File: config.mk
export PLATFORM = sky130hd
export DESIGN_NAME = decision_issuer
export DESIGN_NICKNAME = d
export VERILOG_FILES = /design/src/rtl/decision_issuer.sv
export SDC_FILE = /design/constraint.sdc
export NUM_CORES = 1
export LEC_CHECK = 0
export CAP_MARGIN = 40
export CORE_MARGIN = 2
export CORE_UTILIZATION = 40
export CTS_CLUSTER_DIAMETER = 50
export DETAILED_ROUTE_END_ITERATION = 10
export SETUP_SLACK_MARGIN = 0.4
export SYNTH_ARGS = -nofsm -noshare
export SYNTH_HDL_FRONTEND = slang
export SYNTH_SLANG_ARGS = --single-unit
File: constraint.sdc
create_clock -name clock -period 2.43 [get_ports clock]
set_input_delay 0.3645 -clock clock [delete_from_list [all_inputs] [get_ports clock]]
set_output_delay 0.3645 -clock clock [all_outputs]
set_load 0.01 [all_outputs]
File: src/rtl/decision_issuer.sv
// Initiator-side driver for the decision block: buffers operand triples, issues them one
// at a time with a start pulse, waits for y_valid (or a timeout) and returns each result.
module decision_issuer #(
    parameter int WIDTH   = 8,
    parameter int DEPTH   = 4,
    parameter int TIMEOUT = 64
) (
    input  logic             clock,
    input  logic             reset,
    input  logic             in_valid_i,
    output logic             in_ready_o,
    input  logic [WIDTH-1:0] in_x1_i,
    input  logic [WIDTH-1:0] in_x2_i,
    input  logic [WIDTH-1:0] in_x3_i,
    output logic             start_o,
    output logic [WIDTH-1:0] x1_o,
    output logic [WIDTH-1:0] x2_o,
    output logic [WIDTH-1:0] x3_o,
    input  logic [WIDTH-1:0] y_i,
    input  logic             y_valid_i,
    output logic             res_valid_o,
    input  logic             res_ready_i,
    output logic [WIDTH-1:0] res_y_o,
    output logic             res_timeout_o,
    output logic             busy_o
);
    localparam int PTR_W = (DEPTH > 1) ? $clog2(DEPTH) : 1;
    localparam int CNT_W = PTR_W + 1;
    localparam int TO_W  = (TIMEOUT > 1) ? $clog2(TIMEOUT) : 1;

    typedef enum logic [1:0] {IDLE, ISSUE, WAIT, RESP} state_t;

    state_t               state, next_state;
    logic [3*WIDTH-1:0]   mem [DEPTH];
    logic [PTR_W-1:0]     wr_ptr, rd_ptr;
    logic [CNT_W-1:0]     count;
    logic [TO_W-1:0]      tcnt;
    logic                 push, pop;
    logic                 res_load, res_to, res_clear;

    assign in_ready_o = (count != CNT_W'(DEPTH));
    assign push       = in_valid_i && in_ready_o;
    assign busy_o     = (state != IDLE);

    // Operand storage carries no reset; only pointers and count define occupancy.
    always_ff @(posedge clock) begin
        if (push)
            mem[wr_ptr] <= {in_x1_i, in_x2_i, in_x3_i};
    end

    always_ff @(posedge clock or negedge reset) begin
        if (!reset) begin
            wr_ptr <= '0;
            rd_ptr <= '0;
            count  <= '0;
        end else begin
            if (push)
                wr_ptr <= wr_ptr + PTR_W'(1);
            if (pop)
                rd_ptr <= rd_ptr + PTR_W'(1);
            case ({push, pop})
                2'b10:   count <= count + CNT_W'(1);
                2'b01:   count <= count - CNT_W'(1);
                default: count <= count;
            endcase
        end
    end

    always_ff @(posedge clock or negedge reset) begin
        if (!reset)
            state <= IDLE;
        else
            state <= next_state;
    end

    always_comb begin
        next_state = state;
        pop        = 1'b0;
        start_o    = 1'b0;
        res_load   = 1'b0;
        res_to     = 1'b0;
        res_clear  = 1'b0;
        case (state)
            IDLE: begin
                if (count != '0) begin
                    pop        = 1'b1;
                    next_state = ISSUE;
                end
            end
            ISSUE: begin
                start_o = 1'b1;
                // A same-cycle response is accepted as if already waiting.
                if (y_valid_i) begin
                    res_load   = 1'b1;
                    next_state = RESP;
                end else begin
                    next_state = WAIT;
                end
            end
            WAIT: begin
                if (y_valid_i) begin
                    res_load   = 1'b1;
                    next_state = RESP;
                end else if (tcnt == TO_W'(TIMEOUT - 1)) begin
                    res_load   = 1'b1;
                    res_to     = 1'b1;
                    next_state = RESP;
                end
            end
            RESP: begin
                if (res_ready_i) begin
                    res_clear  = 1'b1;
                    next_state = IDLE;
                end
            end
            default: next_state = IDLE;
        endcase
    end

    always_ff @(posedge clock or negedge reset) begin
        if (!reset) begin
            x1_o          <= '0;
            x2_o          <= '0;
            x3_o          <= '0;
            tcnt          <= '0;
            res_valid_o   <= 1'b0;
            res_y_o       <= '0;
            res_timeout_o <= 1'b0;
        end else begin
            if (pop)
                {x1_o, x2_o, x3_o} <= mem[rd_ptr];
            if (state == ISSUE)
                tcnt <= '0;
            else if (state == WAIT)
                tcnt <= tcnt + TO_W'(1);
            if (res_load) begin
                res_valid_o   <= 1'b1;
                res_y_o       <= res_to ? '0 : y_i;
                res_timeout_o <= res_to;
            end else if (res_clear) begin
                res_valid_o   <= 1'b0;
            end
        end
    end

endmodule

* Word level (Yosys, flattened, before mapping)
Memory sizes are Yosys's and may differ from the RTL's. A register that Yosys moved wholly into a read port is not among the register bits.
Index checks and enable logic that the tools add are counted.
** Word-level totals
- Register bits after elaboration :: 25
- Memory bits (writable) :: 96
- Input bits :: 37
- Output and inout port bits :: 37
- Word-level logic and storage cells :: 58
- Memories :: 1
** Cells by class
- Add/subtract/negate cells :: 5
- Equality and inequality tests :: 10
- Mux-type cells :: 25
- Reduce and logical (&&, ||, !) cells :: 9
** Memories
- mem :: words 4, width 24, rd ports 1, clocked after memory_dff 1, write ports 1, RTL line 34 : logic [3*WIDTH-1:0] mem [DEPTH];
** Operators by type and width (count)
- $mux 1 :: 15
- $mux 6 :: 2
- $mux 2 :: 4
- $mux 8 :: 1
- $pmux 2 s4 :: 1
- $reduce_bool 2->1 :: 4
- $add 6x1->6 const B :: 1
- $eq 2x2->1 const B :: 3
- $eq 6x6->1 const B :: 1
- $ne 3x3->1 const B :: 2
- $pmux 3 s2 :: 1
- $add 2x1->2 const B :: 2
- $eq 2x1->1 const B :: 2
- $ne 2x2->1 const B :: 2
- $add 3x1->3 const B :: 1
- $reduce_and 3->1 :: 1
- $reduce_bool 3->1 :: 1
- $sub 3x1->3 const B :: 1
- $logic_not 2->1 :: 1
- $pmux 1 s2 :: 1
- $logic_and 1x1->1 :: 1
- $logic_not 1->1 :: 1

* Longest topological paths before layout
- Depth in word-level cells :: 5
- Mapped depth :: 11

* Least setup slack after synthesis
Ideal clock, no wire load.
- Kind :: register -> register
- From :: register state[0]
- To :: register count[2]
- Arrival time :: 2222 ps
- Required time :: 2351 ps
- Setup slack :: 128 ps
- Cell stages (with the launch flop) :: 12
- Buffers on the path :: 1
- Cell sequence :: dfrtp_1 inv_1 ha_1 o31ai_4 inv_2 clkbuf_1 ha_1 inv_1 fa_1 xor2_1 nor2_1 xor2_1
** On the way
- Longest elaborated chain between the ends :: 4
- Elaborated cells on any way between the ends :: 6
- Classes of those cells :: eq/ne: 2; mux: 2; reduce/logical: 2
** RTL lines
- start, declared :: RTL line 33 : state_t state, next_state;
- start signal, assigned :: RTL line 73 : state <= next_state;
- $logic_not 2->1 (*) :: RTL line 83 : case (state)
- $mux 1 (*) :: RTL line 83
- net pop :: RTL line 38 : logic push, pop;
- $eq 2x1->1 or $eq 2x2->1 (tied branches) :: RTL line 61 : case ({push, pop})
- $pmux 3 s2 or $reduce_bool 2->1 (tied branches)
- end signal, assigned :: RTL line 62 : 2'b10: count <= count + CNT_W'(1);
- end signal, assigned :: RTL line 63 : 2'b01: count <= count - CNT_W'(1);
- end signal, assigned :: RTL line 64 : default: count <= count;
- end, declared :: RTL line 36 : logic [CNT_W-1:0] count;
The timed path passes the listed nets; every way through them passes the cells marked *.
A chain may end at the register's enable or synchronous reset.

* Worst setup path in the final report
- From :: register state[1]
- To :: output port start_o
** On the way
- Longest elaborated chain between the ends :: 2
** RTL lines
- $eq 2x1->1 :: RTL line 83
- $mux 1 :: RTL line 83
- end, declared :: RTL line 15 : output logic start_o,
No other way between the ends.

==> impl_metrics.toml <==
[detailed_routing]
vias = 3164
firstDrtPassIters = 5
dr.first_iter.drc_count = 181
drc = 0
wl_per_cell_um = 17.0
routed_via_density = 4.92
drt_wl_total_um = 11000
drtAntennaViolNets = 0

[cells_and_area]
synthToLayoutAreaGrowth_pct = 29.8
fin_util = 0.531
multi_input_area_um2 = 1510
layout_common_cells = "96 x edfxtp_1, 86 x nand2_1, 70 x clkdlybuf4s50_1, 47 x dfrtp_1, 24 x mux4_2"
n_fill_cell = 1149
diodes = 0
nets = 498
final_common_cell = "edfxtp_1"
seqCellArea_um2 = 4110
layout-drive-gt1-share = 0.188

[yosys]
synth-async-reset-ratio = 0.338
synth_cell_types = 42
syn_area_um2 = 5680
synthAdderAreaFrac = 0.0255
synth.yosys.seq_area_share = 0.723
yosys.area_share.simple = 0.0839
synthMuxAreaShare = 0.101
synth_ff_type = "edfxtp_1"
yosysWarnings = 0
synth_edf_count = 96
ys_ff_latch = 145
syn_inst = 350
synth_compound_area_frac = 0.0376
synth_xor_area_frac = 0.0108
avgSynthCellArea_um2 = 16.2
synth_nets = 398
synth_top_family_by_area = "multiplexers"

[pwr]
pwr_density_cell_nw_per_um2 = 1300
leakage_nw = 2.84
vdd_ir_drop_max_uv = 799
total_power_w = 0.00960

[timing]
clock.fmax_ghz = 0.500
finalCritPeriodShare = 0.824
setup_viol = 0
tns_ns = 0
layout_setup_ws_ns = 0.429
period_needed_ns = 2.00
rsz0062_at_grt = "true"
tightest_slew_ns = 0.629
worst_hold_slack_ns = 0.473
slew-limit-headroom = 0.579
hold_violations = 0
skew_ns = 0.00756
drv_slew = 0

[critical_path]
critPathRequiredTime_ns = 2.07
worst-r2r-setup-slack_ns = 0.44
crit_type = "flop to output port"
start_kind = "flop"
end_kind = "output port"
crit_fanout = 9
critPathArrivalTime_ns = 1.64

[run]
cap_viol_max_count = 0

[floorplan]
io_pins = 74
die_x_um = 123
core-area_um2 = 13900
die_area_um2 = 15200
die_y_um = 123
start_util = 0.410
row_count = 43

[global_route]
grt_first_pass_wirelength_um = 17400
grtUsageTotal = 0.158
first_global_vias = 3368
grt.overflow.total = 0
antenna_found_initial = 0
grt_max_degree = 29

[clock_network]
cts_sinks = 145
cts_tree = "done"
htree_levels = 4
insertion_delay_ns = 0.41
clk_pin_slew_worst_paths_ns = 0.06
numCtsBuffers = 17
cts-root-buf = "clkbuf_16"
clock_path_buffers = 2

[run_status]
status = "finished clean"

[placement]
port_buffers = 73
post-dp-hpwl_um = 6670
post-place-ws_ns = 0.290
gp_congestion = 0.716

[hold_path]
hp-class = "flop to flop"
area by class of cell:
type | count | area share
flip-flops and latches | 145 | 0.557
clock buffers | 20 | 0.0592
clock inverters | 12 | 0.0181
repair buffers | 92 | 0.123
inverters | 13 | 0.00695
multi-input cells | 181 | 0.205
well taps | 180 | 0.0305
cell families (layout without fill, tap and decap cells):
kind of cell	count (synthesis)	in the layout
muxes	27	27
and+or+nand+nor	109	109
DFF	145	145
adders and majority gates	11	11
buffers and inverters	24	137
AOI/OAI and AO/OA	27	27
xor gates and xnor gates	7	7
cells in the mapped netlist (2+ instances only):
master,instances,area (µm²)
o211ai_1,2,15.0
dfrtp_1,49,1230
a21o_1,2,15.0
ha_1,10,125
buf_2,4,20.0
clkbuf_1,5,18.8
inv_1,12,45.0
edfxtp_1,96,2880
xnor2_1,4,35.0
xor2_1,3,26.3
nand2b_1,2,12.5
a21oi_1,2,10.0
o2bb2ai_1,8,70.1
nand2_1,86,323
mux2i_1,2,20.0
o21ai_0,5,25.0
mux4_2,24,541
nand3_1,2,10.0
nand3b_1,2,15.0
nor2_1,3,11.3
buf_4,2,15.0
and3_1,5,31.3
final timing paths:
check,depth (start not counted),from,to
min in group asynchronous,2,reset,x3_o[0]
hold / removal,2,x2_o[7],x2_o[7]
max in group asynchronous,3,reset,count[0]
setup reg to reg,9,count[1],count[2]
hold reg to reg,2,x2_o[7],x2_o[7]
setup / recovery,3,state[1],start_o
power breakdown:
group | leakage (nW) | switching (W) | total (W) | internal, W
combinational | 1.08 | 0.00163 | 0.00334 | 0.00171
clock | 0.275 | 0.000970 | 0.00249 | 0.00152
sequential | 1.48 | 0.000365 | 0.00377 | 0.00341
total | 2.84 | 0.00297 | 0.00960 | 0.00663
timing repair:
item                                   in CTS  in global routing
buffers inserted                            7                  2
cloned                                      0                  0
pin swaps                                   2                  0
gates resized for setup                     4                  2
hold buffers                                1                  0
setup endpoints to repair                   4                  2
endpoints found under the hold margin      21                  0
routing by layer:
layer	routed length, µm	up-vias	track usage
li1	-	1488	-
met1	4760	1597	0.190
met2	5580	72	0.270
met3	548	7	0.0466
met4	72	0	0.0554
met5	0	-	0
per-stage QoR:
step,cell area (µm²),std cells
after floorplan,5720,350
after global placement,6720,601
after detailed placement,6720,601
after CTS,7350,641
after global routing,7380,643
final,7380,643
flip-flops by register name, summed over array words and instances (netlist names):
name	cells
rd_ptr	2
wr_ptr	2
x1_o	8
res_valid_o	1
state	2
count	3
x2_o	8
mem	96
x3_o	8
tcnt	6
res_timeout_o	1
res_y_o	8
worst max-delay path: stages (launching register included):
cell and delay [ns]:
dfrtp_1 0.38, inv_2 0.11, ha_4 0.19, clkdlybuf4s50_1 0.54
No activity file was read; power rests on OpenSTA's default activity.
